==> config.mk <==
export PLATFORM = sky130hd
export DESIGN_NAME = regf_wb_ctrl_flat
export DESIGN_NICKNAME = d
export VERILOG_FILES = /design/src/rtl/regf_wb_pkg.sv /design/src/rtl/regf_wb_if.sv /design/src/rtl/regf_wb_fifo.sv /design/src/rtl/regf_wb_ctrl.sv /design/src/flat_wrapper.sv
export SDC_FILE = /design/constraint.sdc
export NUM_CORES = 1
export LEC_CHECK = 0
export CAP_MARGIN = 20
export CORE_ASPECT_RATIO = 1.1
export CORE_MARGIN = 4
export CORE_UTILIZATION = 45
export CTS_CLUSTER_DIAMETER = 150
export DETAILED_ROUTE_END_ITERATION = 6
export GPL_TIMING_DRIVEN = 0
export HOLD_SLACK_MARGIN = 0.08
export PLACE_DENSITY_LB_ADDON = 0.12
export SLEW_MARGIN = 20
export SYNTH_ARGS = -nofsm -noshare
export SYNTH_HDL_FRONTEND = slang
export SYNTH_HIERARCHICAL = 1
export SYNTH_SLANG_ARGS = --single-unit
==> constraint.sdc <==
create_clock -name clk -period 2 [get_ports clk]
set_input_delay 0.4 -clock clk [delete_from_list [all_inputs] [get_ports clk]]
set_output_delay 0.4 -clock clk [all_outputs]
set_load 0.01 [all_outputs]
==> src/rtl/regf_wb_pkg.sv <==
// Shared constants and types for the register-file writeback controller.
package regf_wb_pkg;

    localparam int XLEN       = 32;
    localparam int REG_ADDR_W = 5;
    localparam int NREGS      = 1 << REG_ADDR_W;

    // One pending register-file write: destination and value.
    typedef struct packed {
        logic [REG_ADDR_W-1:0] rd;
        logic [XLEN-1:0]       data;
    } wb_entry_t;

    // Which source owns the write port this cycle.
    typedef enum logic [1:0] {
        WB_NONE,
        WB_ALU,
        WB_LD
    } wb_src_e;

endpackage

==> src/rtl/regf_wb_if.sv <==
// Bus between the execute/memory stages and the writeback controller.
// master = upstream producer (ALU, load unit, hazard unit); slave = controller.
interface regf_wb_if #(
    parameter int LD_FIFO_DEPTH = 4
);
    import regf_wb_pkg::*;

    localparam int CNT_W = $clog2(LD_FIFO_DEPTH) + 1;

    logic                  alu_valid;
    logic [REG_ADDR_W-1:0] alu_rd;
    logic [XLEN-1:0]       alu_data;
    logic                  ld_issue;
    logic [REG_ADDR_W-1:0] ld_issue_rd;
    logic                  ld_valid;
    logic                  ld_ready;
    logic [REG_ADDR_W-1:0] ld_rd;
    logic [XLEN-1:0]       ld_data;
    logic                  write_regf_en;
    logic [REG_ADDR_W-1:0] addr_rd;
    logic [XLEN-1:0]       rd_value;
    logic [NREGS-1:0]      busy;
    logic [CNT_W-1:0]      fifo_count;

    modport master (
        output alu_valid, alu_rd, alu_data, ld_issue, ld_issue_rd,
               ld_valid, ld_rd, ld_data,
        input  ld_ready, write_regf_en, addr_rd, rd_value, busy, fifo_count
    );

    modport slave (
        input  alu_valid, alu_rd, alu_data, ld_issue, ld_issue_rd,
               ld_valid, ld_rd, ld_data,
        output ld_ready, write_regf_en, addr_rd, rd_value, busy, fifo_count
    );

endinterface

==> src/rtl/regf_wb_fifo.sv <==
// Load-return buffer: small synchronous FIFO of wb_entry_t.
// Caller guarantees no push when full and no pop when empty.
module regf_wb_fifo
    import regf_wb_pkg::*;
#(
    parameter int DEPTH = 4,
    localparam int PTR_W = $clog2(DEPTH),
    localparam int CNT_W = PTR_W + 1
) (
    input  logic             clk,
    input  logic             rst,
    input  logic             push,
    input  wb_entry_t        push_data,
    input  logic             pop,
    output wb_entry_t        head,
    output logic             full,
    output logic             empty,
    output logic [CNT_W-1:0] count
);

    wb_entry_t        mem_q [DEPTH];
    wb_entry_t        mem_d [DEPTH];
    logic [PTR_W-1:0] wr_ptr_q, wr_ptr_d;
    logic [PTR_W-1:0] rd_ptr_q, rd_ptr_d;
    logic [CNT_W-1:0] cnt_q, cnt_d;

    assign head  = mem_q[rd_ptr_q];
    assign full  = (cnt_q == CNT_W'(DEPTH));
    assign empty = (cnt_q == '0);
    assign count = cnt_q;

    // Next state: write at tail, advance pointers (wrap is free, DEPTH is 2^n).
    always_comb begin
        mem_d    = mem_q;
        wr_ptr_d = wr_ptr_q;
        rd_ptr_d = rd_ptr_q;
        cnt_d    = cnt_q;
        if (push) begin
            mem_d[wr_ptr_q] = push_data;
            wr_ptr_d        = wr_ptr_q + PTR_W'(1);
        end
        if (pop) begin
            rd_ptr_d = rd_ptr_q + PTR_W'(1);
        end
        case ({push, pop})
            2'b10:   cnt_d = cnt_q + CNT_W'(1);
            2'b01:   cnt_d = cnt_q - CNT_W'(1);
            default: cnt_d = cnt_q;
        endcase
    end

    // State register; reset discards all buffered entries.
    always_ff @(posedge clk or negedge rst) begin
        if (!rst) begin
            for (int i = 0; i < DEPTH; i++) mem_q[i] <= '0;
            wr_ptr_q <= '0;
            rd_ptr_q <= '0;
            cnt_q    <= '0;
        end else begin
            mem_q    <= mem_d;
            wr_ptr_q <= wr_ptr_d;
            rd_ptr_q <= rd_ptr_d;
            cnt_q    <= cnt_d;
        end
    end

endmodule

==> src/rtl/regf_wb_ctrl.sv <==
// Writeback controller: sole writer of the register file. ALU results take
// the write port unconditionally; load returns queue in a FIFO and drain when
// the ALU is idle. Also tracks outstanding loads per register (busy).
// Optional build macro REGF_WB_LD_BYPASS_EN: a load returning into an empty
// FIFO with the ALU idle goes straight to the output register.
module regf_wb_ctrl
    import regf_wb_pkg::*;
#(
    parameter int LD_FIFO_DEPTH = 4,
    localparam int CNT_W = $clog2(LD_FIFO_DEPTH) + 1
) (
    input logic        clk,
    input logic        rst,
    regf_wb_if.slave   bus
);

    wb_entry_t             alu_ent, ld_ent, head, sel_ent;
    wb_src_e               src;
    logic                  accept, bypass, push, pop;
    logic                  fifo_full, fifo_empty;
    logic [CNT_W-1:0]      fifo_count;

    logic                  run_q, run_d;
    logic                  wen_q, wen_d;
    logic                  wr_ld_q, wr_ld_d;
    logic [REG_ADDR_W-1:0] addr_q, addr_d;
    logic [XLEN-1:0]       data_q, data_d;
    logic [NREGS-1:0]      busy_q, busy_d;

    assign alu_ent = '{rd: bus.alu_rd, data: bus.alu_data};
    assign ld_ent  = '{rd: bus.ld_rd,  data: bus.ld_data};

    // Ready only from registered state, so a same-cycle pop never frees a slot
    // early; run_q holds it low until the first edge after reset release.
    assign bus.ld_ready = run_q && !fifo_full;
    assign accept       = bus.ld_valid && bus.ld_ready;

`ifdef REGF_WB_LD_BYPASS_EN
    assign bypass = accept && fifo_empty && !bus.alu_valid;
`else
    assign bypass = 1'b0;
`endif
    assign push = accept && !bypass;

    regf_wb_fifo #(.DEPTH(LD_FIFO_DEPTH)) u_fifo (
        .clk       (clk),
        .rst       (rst),
        .push      (push),
        .push_data (ld_ent),
        .pop       (pop),
        .head      (head),
        .full      (fifo_full),
        .empty     (fifo_empty),
        .count     (fifo_count)
    );

    // Source select: ALU first, then buffered loads, then a bypassed load.
    always_comb begin
        src     = WB_NONE;
        pop     = 1'b0;
        sel_ent = ld_ent;
        if (bus.alu_valid) begin
            src     = WB_ALU;
            sel_ent = alu_ent;
        end else if (!fifo_empty) begin
            src     = WB_LD;
            pop     = 1'b1;
            sel_ent = head;
        end else if (bypass) begin
            src     = WB_LD;
            sel_ent = ld_ent;
        end
    end

    // Output register next state and busy scoreboard (set beats clear).
    always_comb begin
        run_d   = 1'b1;
        wen_d   = (src != WB_NONE) && (sel_ent.rd != '0);
        wr_ld_d = (src == WB_LD);
        addr_d  = (src != WB_NONE) ? sel_ent.rd   : addr_q;
        data_d  = (src != WB_NONE) ? sel_ent.data : data_q;
        busy_d  = busy_q;
        if (wen_q && wr_ld_q) busy_d[addr_q] = 1'b0;
        if (bus.ld_issue && bus.ld_issue_rd != '0) busy_d[bus.ld_issue_rd] = 1'b1;
        busy_d[0] = 1'b0;
    end

    // Output register and scoreboard state; reset drops any pending write.
    always_ff @(posedge clk or negedge rst) begin
        if (!rst) begin
            run_q   <= 1'b0;
            wen_q   <= 1'b0;
            wr_ld_q <= 1'b0;
            addr_q  <= '0;
            data_q  <= '0;
            busy_q  <= '0;
        end else begin
            run_q   <= run_d;
            wen_q   <= wen_d;
            wr_ld_q <= wr_ld_d;
            addr_q  <= addr_d;
            data_q  <= data_d;
            busy_q  <= busy_d;
        end
    end

    assign bus.write_regf_en = wen_q;
    assign bus.addr_rd       = addr_q;
    assign bus.rd_value      = data_q;
    assign bus.busy          = busy_q;
    assign bus.fifo_count    = fifo_count;

    // Issuer must stall on a busy register, unless that register is being
    // released by its load write on this same edge.
    a_issue_busy: assert property (@(posedge clk) disable iff (!rst)
        (bus.ld_issue && bus.ld_issue_rd != '0) |->
        (!busy_q[bus.ld_issue_rd] || (wen_q && wr_ld_q && addr_q == bus.ld_issue_rd)));

    a_alu_waw: assert property (@(posedge clk) disable iff (!rst)
        bus.alu_valid |-> !busy_q[bus.alu_rd]);

    a_ld_unexpected: assert property (@(posedge clk) disable iff (!rst)
        bus.ld_valid |-> busy_q[bus.ld_rd]);

    c_ld_drain_while_push: cover property (@(posedge clk) disable iff (!rst)
        src == WB_LD && push);

endmodule

==> src/flat_wrapper.sv <==
// flat-port wrapper written by rule: the top's interface ports become plain ports
module regf_wb_ctrl_flat import regf_wb_pkg::*;
#(
    parameter int LD_FIFO_DEPTH = 4,
    localparam int CNT_W = $clog2(LD_FIFO_DEPTH) + 1
)
  (clk, rst, bus_alu_valid, bus_alu_rd, bus_alu_data, bus_ld_issue, bus_ld_issue_rd, bus_ld_valid, bus_ld_rd, bus_ld_data, bus_ld_ready, bus_write_regf_en, bus_addr_rd, bus_rd_value, bus_busy, bus_fifo_count);
  regf_wb_if #(.LD_FIFO_DEPTH(LD_FIFO_DEPTH)) bus_i ();
  input logic clk;
  input logic rst;
  input wire logic [$bits(bus_i.alu_valid)-1:0] bus_alu_valid;
  input wire logic [$bits(bus_i.alu_rd)-1:0] bus_alu_rd;
  input wire logic [$bits(bus_i.alu_data)-1:0] bus_alu_data;
  input wire logic [$bits(bus_i.ld_issue)-1:0] bus_ld_issue;
  input wire logic [$bits(bus_i.ld_issue_rd)-1:0] bus_ld_issue_rd;
  input wire logic [$bits(bus_i.ld_valid)-1:0] bus_ld_valid;
  input wire logic [$bits(bus_i.ld_rd)-1:0] bus_ld_rd;
  input wire logic [$bits(bus_i.ld_data)-1:0] bus_ld_data;
  output wire logic [$bits(bus_i.ld_ready)-1:0] bus_ld_ready;
  output wire logic [$bits(bus_i.write_regf_en)-1:0] bus_write_regf_en;
  output wire logic [$bits(bus_i.addr_rd)-1:0] bus_addr_rd;
  output wire logic [$bits(bus_i.rd_value)-1:0] bus_rd_value;
  output wire logic [$bits(bus_i.busy)-1:0] bus_busy;
  output wire logic [$bits(bus_i.fifo_count)-1:0] bus_fifo_count;
  assign bus_i.alu_valid = bus_alu_valid;
  assign bus_i.alu_rd = bus_alu_rd;
  assign bus_i.alu_data = bus_alu_data;
  assign bus_i.ld_issue = bus_ld_issue;
  assign bus_i.ld_issue_rd = bus_ld_issue_rd;
  assign bus_i.ld_valid = bus_ld_valid;
  assign bus_i.ld_rd = bus_ld_rd;
  assign bus_i.ld_data = bus_ld_data;
  assign bus_ld_ready = bus_i.ld_ready;
  assign bus_write_regf_en = bus_i.write_regf_en;
  assign bus_addr_rd = bus_i.addr_rd;
  assign bus_rd_value = bus_i.rd_value;
  assign bus_busy = bus_i.busy;
  assign bus_fifo_count = bus_i.fifo_count;
  regf_wb_ctrl #(.LD_FIFO_DEPTH(LD_FIFO_DEPTH)) u_core (.clk(clk), .rst(rst), .bus(bus_i));
endmodule
==> run_results.csv, run 1 <==
group,metric,value,unit
synth,syn_nets,778,
floorplanning,die_area,24500,µm²
routing,routed_via_density,5.49,
synth,syn_area_per_cell,14.4,µm²
min_path,hp-class,"input pin to async pin",
power_and_ir_drop,vdd_drop_max,0.000939,V
layout,diodes,0,
routing,dr.pass1.iters,4,
layout,multi_input_comb_area,4020,µm²
placement,place_area,11900,µm²
routing,drt-met1-wl,9970,µm
global_route,antenna_found_initial,1,
routing,wl_met3,1400,µm
sta,finalWorstSetupSlack,-0.0277,ns
sta,fin_crit_sh,101,%
placement,place_congestion,0.801,
layout,layout_common_cells,"dfrtp_1 (222), clkdlybuf4s50_1 (152), mux2_2 (148), o21ai_0 (94), nand2_1 (40)",
global_route,grt_usage,20.2,%
layout,layout_commonest_cell,"dfrtp_1",
sta,rsz0062_at_grt,"yes",
critical_path,cp_max_fo,10,
sta,finalSetupViolations,1,
synth,synth_top_cell_by_area,"dfrtp_1",
floorplanning,rows,56,
layout,drive_above_1_share,32.1,%
critical_path,cp_cell_sequence,"nor3_2 > clkbuf_4 > buf_12 > nor2_4 > ha_4 > inv_2 > fa_2 > xor2_1 > nor2_1 > xor2_1",
global_route,grt_pass1_vias,7221,
critical_path,crit_type,"flip-flop to flip-flop",
routing,wirelength,24300,µm
global_route,grt_max_degree,95,
global_route,grt_overflow,0,
sta,period_needed,2.03,ns
cts,cts_buffers,25,
placement,io_buffers,156,
routing,vias,6536,
sta,hold_ws,0.394,ns
synth,synthArstFlopShare,100,%
floorplanning,initial_utilization,46.1,%
layout,area_growth,29.8,%
synth,synth_cell_types,38,
synth,synth_edf_count,0,
cts,clk_pin_slew_worst_paths,0.06,ns
cts,clockRootBuffer,"clkbuf_16",
floorplanning,ios,158,
status,violations,"setup timing",
floorplanning,core,21500,µm²
critical_path,cp-start-kind,"flip-flop",
critical_path,crit_required,2.42,ns
cts,h-tree-depth,1,
global_route,grt_pass1_wl,38700,µm
power_and_ir_drop,p_per_area,1600,nW/µm²
floorplanning,die_y,164,µm
floorplanning,die_x,150,µm
sta,fmax,493,MHz
layout,design_area,12900,µm²
routing,highest-signal-layer,"met5",
routing,drcViolationCount,0,
routing,wl_per_cell,20.4,µm
sta,finClkSkew,0.00962,ns
sta,drv_slew,0,
sta,hold_viol_final,0,
power_and_ir_drop,leakage,5.34,nW
layout,nFillCells,1725,
routing,drtIter0Drc,295,
cts,cts_sinks,226,
sta,slew_headroom,58.6,%
synth,seq_area_frac_synth,57.0,%
status,status,"complete, but fails checks",
synth,postSynthCellCount,688,
cts,clock_latency,0.51,ns
synth,yosysTopAreaCellShare,57.0,%
synth,ys.warnings.count,6,
critical_path,crit_slowest_cell,"dfrtp_1",
critical_path,end_kind,"flip-flop",
critical_path,slowest_delay,0.41,ns
sta,worstMarginPinSlew,0.621,ns
synth,synth_seq_cells,226,
critical_path,path_common_cell,"xor2_1",
cts,clockBufferDepth,3,
cts,cts_tree,"yes",
critical_path,worstPathArrival,2.44,ns
synth,syn-cell-area,9920,µm²
layout,regArea,5660,µm²
routing,drt.antenna.violating_nets,0,
synth,synth_flop_cell,"dfrtp_1",
placement,dpl.hpwl,16800,µm
flow_run,cap_violations,0,
layout,nets,976,
synth,synth.area.top_cells,"dfrtp_1 (57%), mux2_2 (17%), mux4_2 (8.4%), o21ai_0 (4.7%), mux2i_1 (3.8%)",
routing,met2_length,12400,µm
==> cell families after synthesis <==
| group | share of synthesized area (%) |
|---|---|
| adder cells (fa/ha/maj) | 0.832 |
| buffers and inverters | 2.89 |
| AND/OR/NAND/NOR | 4.44 |
| flip-flops | 57.0 |
| other | 0.0757 |
| XOR/XNOR | 0.530 |
| AO/OA/AOI/OAI | 5.21 |
| multiplexers | 29.0 |
==> cell type report <==
class	instances	share of cell area, %
Sequential cell	226	44.0
Multi-Input combinational cell	420	31.2
Timing Repair Buffer	173	13.5
Clock buffer	39	5.65
Tap cell	290	2.82
Buffer	33	2.16
Clock inverter	2	0.466
Inverter	7	0.223
==> worst paths after layout <==
kind,to,startpoint,slack [ns],cells past startpoint
max in group asynchronous,u_core/bus.rd_value[20]$_DFFE_PN0P_,rst,0.79,3
worst max-delay path,u_core/u_fifo/count[2]$_DFFE_PN0P_,u_core/u_fifo/count[2]$_DFFE_PN0P_,-0.03,10
worst min-delay path,u_core/bus.busy[18]$_DFF_PN0_,rst,0.39,2
worst min register to register,u_core/u_fifo/mem_q[63]$_DFFE_PN0P_,u_core/u_fifo/mem_q[63]$_DFFE_PN0P_,0.50,1
min in group clk,u_core/bus.rd_value[25]$_DFFE_PN0P_,bus_alu_data[25],0.46,3
worst max register to register,u_core/u_fifo/count[2]$_DFFE_PN0P_,u_core/u_fifo/count[2]$_DFFE_PN0P_,-0.03,10
==> cells in the mapped netlist, types with 3 or more instances <==
library cell and instances:
buf_1 3, buf_2 7, buf_4 4, buf_6 14, clkbuf_1 7, dfrtp_1 226, ha_1 5, inv_1 7
mux2_2 148, mux2i_1 38, mux4_2 37, nand2_1 40, nand2_2 4, nand3_1 4, nand3b_1 8, nor2_1 4
nor3_1 3, o21ai_0 94, o21ai_1 4, or3b_2 5, xor2_1 4
==> per-layer routing <==
| metal | global-route usage, % | vias to the layer above |
|---|---|---|
| met1 | 26.2 | 3371 |
| li1 | - | 2917 |
| met2 | 34.9 | 205 |
| met4 | 6.24 | 2 |
| met3 | 3.28 | 41 |
| met5 | 0 | - |
==> critical path, delay by kind of cell, from the launching register on <==
| kind | cells | cell delay, ns |
|---|---|---|
| xor gates and xnor gates | 2 | 0.34 |
| and+or+nand+nor | 3 | 0.33 |
| DFF | 1 | 0.41 |
| buffers and inverters | 3 | 0.35 |
| adders and majority gates | 2 | 0.48 |
==> report_power, final <==
| part | internal [mW] | switching, mW | total (mW) |
|---|---|---|---|
| logic | 4.87 | 3.28 | 8.15 |
| registers | 6.82 | 1.26 | 8.08 |
| clock network | 2.72 | 1.69 | 4.42 |
| total | 14.4 | 6.23 | 20.6 |
==> through the flow <==
step / TNS [ns] / setup WS, ns / utilization, % / power (mW) / std cells
floorplan: -0.0246 / -0.0246 / - / 12.9 / 688
global placement: -1897.07 / -8.31 / 55.3 / 15.7 / 1134
detailed placement: -25.58 / -1.22 / 55.5 / 16.2 / 1136
CTS: -0.0801 / -0.0740 / 59.5 / 20.8 / 1182
global route: -0.180 / -0.136 / 59.9 / 21.9 / 1190
finish: -0.0277 / -0.0277 / 59.9 / 20.7 / 1190
==> state kept, by name (all words and copies together) (netlist names) <==
name,count
u_core/run_q,1
u_core/bus.rd_value,32
u_core/u_fifo/mem_q,148
u_core/bus.addr_rd,5
u_core/bus.write_regf_en,1
u_core/u_fifo/count,3
u_core/u_fifo/rd_ptr_q,2
u_core/bus.busy,31
u_core/u_fifo/wr_ptr_q,2
u_core/wr_ld_q,1
==> repair_timing <==
action / CTS / global route
gates resized for setup: 16 / 7
setup endpoints to repair: 34 / 127
pin swaps: 2 / 5
buffers inserted: 5 / 9
hold buffers: 1 / 0
endpoints found under the hold margin: 43 / 0
(Power assumes the default switching activity.)
==> run 2, diff against run 1 <==
- CORE_UTILIZATION: 45 -> 40
==> run 2 against run 1 <==
Against the previous run: the flow now finishes without violations; critical endpoint is now bus_addr_rd[0]; hold slack better by 0.058 ns; register-to-register slack improved by 0.09 ns; fmax up 4.5%.
==> run_results.csv, run 2 (synthesis gave the netlist of run 1 again) <==
group,metric,value,unit
cts,clockRootBuffer,"clkbuf_16",
layout,area_growth,30.4,%
critical_path,reg2reg_to,"u_core/u_fifo/mem_q[117]$_DFFE_PN0P_",
sta,finalSetupViolations,0,
global_route,grtUsageMet3,3.03,%
sta,worstMarginPinSlew,0.599,ns
layout,drive_above_1_share,32.7,%
critical_path,crit_type,"flip-flop to output port",
sta,fin_crit_sh,97.0,%
global_route,use_met2,31.0,%
min_path,hold_path_depth,3,
global_route,grt_usage,18.0,%
layout,multi_input_comb_area,4050,µm²
floorplanning,rows,60,
critical_path,r2r_start,"u_core/u_fifo/count[1]$_DFFE_PN0P_",
sta,period_needed,1.94,ns
critical_path,slowest_delay,0.59,ns
min_path,hp-class,"input pin to flip-flop",
layout,layout_commonest_cell,"dfrtp_1",
power_and_ir_drop,p_per_area,1600,nW/µm²
layout,nets,972,
floorplanning,core,24500,µm²
placement,dpl.hpwl,17200,µm
status,status,"complete, no violations",
routing,dr.pass1.iters,4,
cts,clock_latency,0.51,ns
cts,clk_pin_slew_worst_paths,0.06,ns
global_route,grt_util_met1,23.3,%
placement,io_buffers,156,
cts,h-tree-depth,1,
cts,clockBufferDepth,3,
power_and_ir_drop,share_comb_of_total_power,39.4,%
routing,drcViolationCount,0,
layout,design_area,12900,µm²
critical_path,reg2reg_depth,8,
power_and_ir_drop,p_switching,6.33,mW
floorplanning,die_y,173,µm
critical_path,cp-start-kind,"flip-flop",
layout,layout_common_cells,"dfrtp_1 (221), clkdlybuf4s50_1 (152), mux2_2 (148), o21ai_0 (94), nand2_1 (40)",
sta,fmax,515,MHz
placement,place_area,12000,µm²
sta,slew_headroom,60.1,%
routing,routed_via_density,5.33,
placement,post-place-ws,-1.18,ns
layout,largest_reg_flops,148,
power_and_ir_drop,leakage,5.38,nW
critical_path,cp_max_fo,6,
critical_path,crit_required,1.60,ns
min_path,whs_endpoint,"u_core/bus.rd_value[12]$_DFFE_PN0P_",
placement,place_congestion,0.799,
global_route,grt_overflow,0,
floorplanning,die_area,27400,µm²
routing,vias,6447,
routing,wirelength,24700,µm
critical_path,r2r_slack,0.06,ns
sta,finClkSkew,0.00954,ns
floorplanning,die_x,158,µm
cts,cts_tree,"yes",
power_and_ir_drop,vdd_drop_max,0.000748,V
routing,drt.antenna.violating_nets,0,
routing,drtIter0Drc,255,
floorplanning,ios,158,
layout,regArea,5660,µm²
global_route,grt_most_used_layer,"met2",
sta,hold_viol_final,0,
power_and_ir_drop,power.internal,14.4,mW
flow_run,cap_violations,0,
critical_path,worstPathArrival,1.54,ns
critical_path,cp_top_family,"buffers and inverters",
power_and_ir_drop,switching_share,30.6,%
power_and_ir_drop,seqPwrFrac,39.0,%
layout,nFillCells,2034,
min_path,worstHoldStart,"bus_alu_data[12]",
global_route,antenna_found_initial,2,
layout,largest-register,"u_core/u_fifo/mem_q",
sta,finalWorstSetupSlack,0.0594,ns
global_route,grt_pass1_vias,7110,
global_route,grt_pass1_wl,38900,µm
critical_path,cp_cell_sequence,"clkdlybuf4s50_1",
sta,rsz0062_at_grt,"yes",
routing,wl_per_cell,20.4,µm
sta,drv_slew,0,
critical_path,cp_num_buf_inv,1,
critical_path,crit_slowest_cell,"clkdlybuf4s50_1",
cts,cts_buffers,25,
floorplanning,initial_utilization,40.5,%
global_route,grt_max_degree,79,
cts,cts_sinks,226,
power_and_ir_drop,clock_power_share,21.6,%
critical_path,end_kind,"output port",
run 2: cell types whose count changed in the layout (fill, tap and decap cells not counted), moves of 2 or more:
cell | previous run | this run
clkbuf_1 | 12 | 6
clkinv_2 | 0 | 6
nand2_2 | 4 | 0
nand2_4 | 0 | 4
buf_4 | 17 | 14
clkbuf_4 | 3 | 1
clkinvlp_4 | 0 | 2
run 2: final cells by class:
cell class	instances	share of cell area, %
antenna	1	0.0193
buffer	31	2.03
clock buffer	33	5.46
clock inverter	10	0.813
inverter	7	0.203
multi-input combinational	420	31.3
sequential	226	43.8
tap	310	3.00
timing repair buffer	171	13.4
run 2: worst max-delay path by stage:
| stage | cells past startpoint | startpoint | to |
|---|---|---|---|
| finish | 1 | u_core/bus.addr_rd[0]$_DFFE_PN0P_ | bus_addr_rd[0] |
| global route | 8 | u_core/u_fifo/count[1]$_DFFE_PN0P_ | u_core/u_fifo/mem_q[117]$_DFFE_PN0P_ |
| CTS | 10 | u_core/u_fifo/count[1]$_DFFE_PN0P_ | u_core/u_fifo/count[2]$_DFFE_PN0P_ |
| detailed placement | 10 | bus_alu_valid | u_core/u_fifo/count[2]$_DFFE_PN0P_ |
| global placement | 1 | rst | u_core/u_fifo/mem_q[19]$_DFFE_PN0P_ |
| floorplan | 12 | u_core/u_fifo/count[0]$_DFFE_PN0P_ | u_core/u_fifo/count[2]$_DFFE_PN0P_ |
run 2: worst reg2reg max path, stage by stage, from the launching register on:
cell and delay [ns]:
dfrtp_2 0.44, inv_2 0.07, and3_4 0.18, nor2b_4 0.04
and2_4 0.17, buf_4 0.18, nand2_4 0.18, buf_6 0.21
mux2_2 0.36
run 2: what timing repair did:
item                       in CTS  in global routing
resized for setup              19                  8
hold endpoints to repair       72                  0
gates cloned                    0                  0
hold buffers                    1                  0
pin swaps                       1                  8
buffers inserted                2                 10
setup endpoints to repair      56                  7
run 2: through the flow:
stage | hold WS, ns | total power, mW | utilization [%] | setup TNS [ns] | instances
final | 0.452 | 20.7 | 52.9 | 0 | 1209
after global routing | 0.449 | 22.0 | 52.9 | -0.398 | 1209
after CTS | 0.435 | 20.8 | 52.5 | -0.0961 | 1201
after detailed placement | 0.415 | 16.1 | 48.9 | -29.58 | 1156
after global placement | 0.481 | 15.7 | 48.7 | -1922.31 | 1154
after floorplan | 0.104 | 12.9 | - | -0.0246 | 688
run 2: power by group through the flow:
stage	Clock [mW]	Sequential, mW	Combinational [mW]
2_1_floorplan	0	8.06	4.81
3_3_place_gp	0	7.97	7.75
3_5_place_dp	0	8.17	7.98
4_1_cts	4.63	8.10	8.09
5_1_grt	4.81	8.34	8.82
6_report	4.48	8.08	8.17
run 2: metal layers:
layer	part of all wire, %	up-vias	wire length, µm
met5	0.053	-	13
met4	2.0	2	487
met3	5.8	38	1440
met2	50	171	12500
met1	42	3330	10300
li1	-	2906	-
==> run 3, diff against run 2 <==
- CELL_PAD_IN_SITES_DETAIL_PLACEMENT: unset -> 1
- CELL_PAD_IN_SITES_GLOBAL_PLACEMENT: unset -> 2
- CORE_UTILIZATION: 40 -> 34
==> run 3 against run 2 <==
Against the previous run: final cell count is 5.8% higher; critical path depth is 9 higher; worst setup slack worse by 0.042 ns; combinational power is 2% higher; total power is 5.4% higher; critical endpoint is now u_core/u_fifo/count[2]$_DFFE_PN0P_; largest cell class unchanged; highest routed layer unchanged.
==> run_results.csv, run 3 (synthesis gave the netlist of run 1 again) <==
group,metric,value,unit
sta,finalSetupTns,0,ns
global_route,grt_pass1_vias,7455,
sta,period_needed,1.98,ns
cts,clockRootBuffer,"clkbuf_16",
power_and_ir_drop,power.internal,15.2,mW
sta,slew_headroom,57.2,%
flow_run,cap_violations,0,
cts,h-tree-depth,1,
cts,cts_buffers,26,
status,status,"complete, no violations",
critical_path,worstPathArrival,2.41,ns
routing,drt.antenna.violating_nets,0,
layout,area_growth,33.4,%
critical_path,cp-start-kind,"input pin",
floorplanning,ios,158,
routing,vias,6557,
power_and_ir_drop,seqPwrFrac,37.1,%
layout,diodes,0,
layout,largest_reg_flops,148,
sta,hold_viol_final,0,
power_and_ir_drop,p_total,21.9,mW
sta,worstMarginPinSlew,0.641,ns
layout,layout_commonest_cell,"dfrtp_1",
sta,fmax,504,MHz
power_and_ir_drop,clock_power_share,24.7,%
global_route,grt_pass1_wl,43200,µm
floorplanning,die_x,171,µm
floorplanning,initial_utilization,34.6,%
min_path,hp-class,"input pin to async pin",
power_and_ir_drop,p_per_area,1650,nW/µm²
global_route,grt_overflow,0,
power_and_ir_drop,p_switching,6.63,mW
routing,drcViolationCount,0,
sta,rsz0062_at_grt,"yes",
global_route,grt_max_degree,104,
critical_path,crit_required,2.43,ns
power_and_ir_drop,share_comb_of_total_power,38.2,%
global_route,antenna_found_initial,1,
power_and_ir_drop,leakage,5.49,nW
critical_path,crit_type,"input pin to flip-flop",
routing,wl_per_cell,21.5,µm
critical_path,cp_max_fo,10,
critical_path,end_kind,"flip-flop",
layout,largest-register,"u_core/u_fifo/mem_q",
sta,drv_slew,0,
cts,clk_pin_slew_worst_paths,0.06,ns
layout,nets,981,
layout,drive_above_1_share,33.9,%
sta,hold_ws,0.396,ns
floorplanning,die_y,187,µm
sta,finClkSkew,0.00894,ns
power_and_ir_drop,switching_share,30.3,%
cts,clockBufferDepth,3,
placement,dpl.hpwl,18900,µm
floorplanning,core,28700,µm²
cts,cts_tree,"yes",
floorplanning,rows,65,
global_route,grt_usage,17.1,%
routing,wirelength,27600,µm
floorplanning,die_area,32000,µm²
layout,layout_common_cells,"dfrtp_1 (221), clkdlybuf4s50_1 (152), mux2_2 (148), o21ai_0 (94), nand2_1 (40)",
placement,place_congestion,0.766,
routing,routed_via_density,5.13,
sta,fin_crit_sh,99.1,%
layout,nFillCells,2879,
routing,dr.pass1.iters,4,
placement,io_buffers,156,
cts,clock_latency,0.51,ns
cts,cts_sinks,226,
power_and_ir_drop,vdd_drop_max,0.000756,V
routing,drtIter0Drc,299,
sta,finalSetupViolations,0,
## run 3: cell count changes in the layout (fill, tap and decap cells not counted)
cell            previous run  this run
clkbuf_8                   5         7
clkbuf_1                   6         5
clkinv_2                   6         4
diode_2                    1         0
buf_4                     14        24
inv_2                      4         3
bufinv_16                  2         6
clkbuf_16                 25        27
buf_12                     3         2
inv_4                      0         1
dlymetal6s2s_1             1         0
## run 3: power by group through the flow
stage | registers [mW] | clock network (mW) | logic, mW
floorplan | 8.06 | 0 | 4.81
global placement | 8.01 | 0 | 7.82
detailed placement | 8.24 | 0 | 8.08
CTS | 8.13 | 5.56 | 8.33
global route | 8.39 | 5.77 | 9.06
finish | 8.12 | 5.39 | 8.35
## run 3: final timing paths
| kind | from | to | slack, ns | depth (start not counted) |
|---|---|---|---|---|
| worst min-delay path | rst | u_core/bus.busy[1]$_DFF_PN0_ | 0.40 | 2 |
| max in group asynchronous | rst | u_core/u_fifo/mem_q[82]$_DFFE_PN0P_ | 0.74 | 3 |
| min in group clk | bus_alu_data[7] | u_core/bus.rd_value[7]$_DFFE_PN0P_ | 0.45 | 3 |
| worst max register to register | u_core/u_fifo/count[0]$_DFFE_PN0P_ | u_core/u_fifo/mem_q[22]$_DFFE_PN0P_ | 0.02 | 8 |
| worst max-delay path | bus_alu_valid | u_core/u_fifo/count[2]$_DFFE_PN0P_ | 0.02 | 10 |
| worst min register to register | u_core/u_fifo/mem_q[34]$_DFFE_PN0P_ | u_core/u_fifo/mem_q[34]$_DFFE_PN0P_ | 0.50 | 1 |
## run 3: through the flow
stage | setup slack (ns) | cells | util, % | instance area (µm²)
floorplan | -0.0246 | 688 | - | 9960
global placement | -8.73 | 1212 | 41.7 | 12000
detailed placement | -1.33 | 1214 | 42.0 | 12000
CTS | -0.116 | 1269 | 45.8 | 13100
global route | -0.0620 | 1279 | 46.1 | 13200
finish | 0.0171 | 1279 | 46.1 | 13200
## run 3: metal layers
metal / vias to the layer above / track usage [%] / routed length, µm
li1: 2929 / - / -
met4: 2 / 3.69 / 521
met1: 3434 / 21.8 / 11300
met2: 155 / 30.5 / 14300
met3: 37 / 3.00 / 1410
met5: - / 0 / 20
## run 3: critical path: stages
cell           delay (ns)
dlygate4sd2_1        0.39
buf_4                0.26
clkbuf_4             0.22
nor2_4               0.19
ha_4                 0.15
inv_2                0.03
fa_2                 0.32
xor2_1               0.15
nor2_1               0.13
xor2_1               0.16
## run 3: what timing repair did
| action | in CTS | in global routing |
|---|---|---|
| buffers inserted | 7 | 12 |
| hold endpoints to repair | 50 | 0 |
| hold buffers | 1 | 0 |
| pin swaps | 2 | 6 |
| setup endpoints to repair | 101 | 4 |
| resized for setup | 21 | 10 |
## run 3: layout make-up
cell class	count	area [µm²]	share of cell area, %
Sequential cell	226	5660	42.8
Multi-Input combinational cell	420	4050	30.6
Timing Repair Buffer	178	1770	13.4
Clock buffer	36	779	5.89
Tap cell	368	460	3.48
Buffer	32	270	2.04
Clock inverter	12	215	1.63
Inverter	7	28.8	0.217
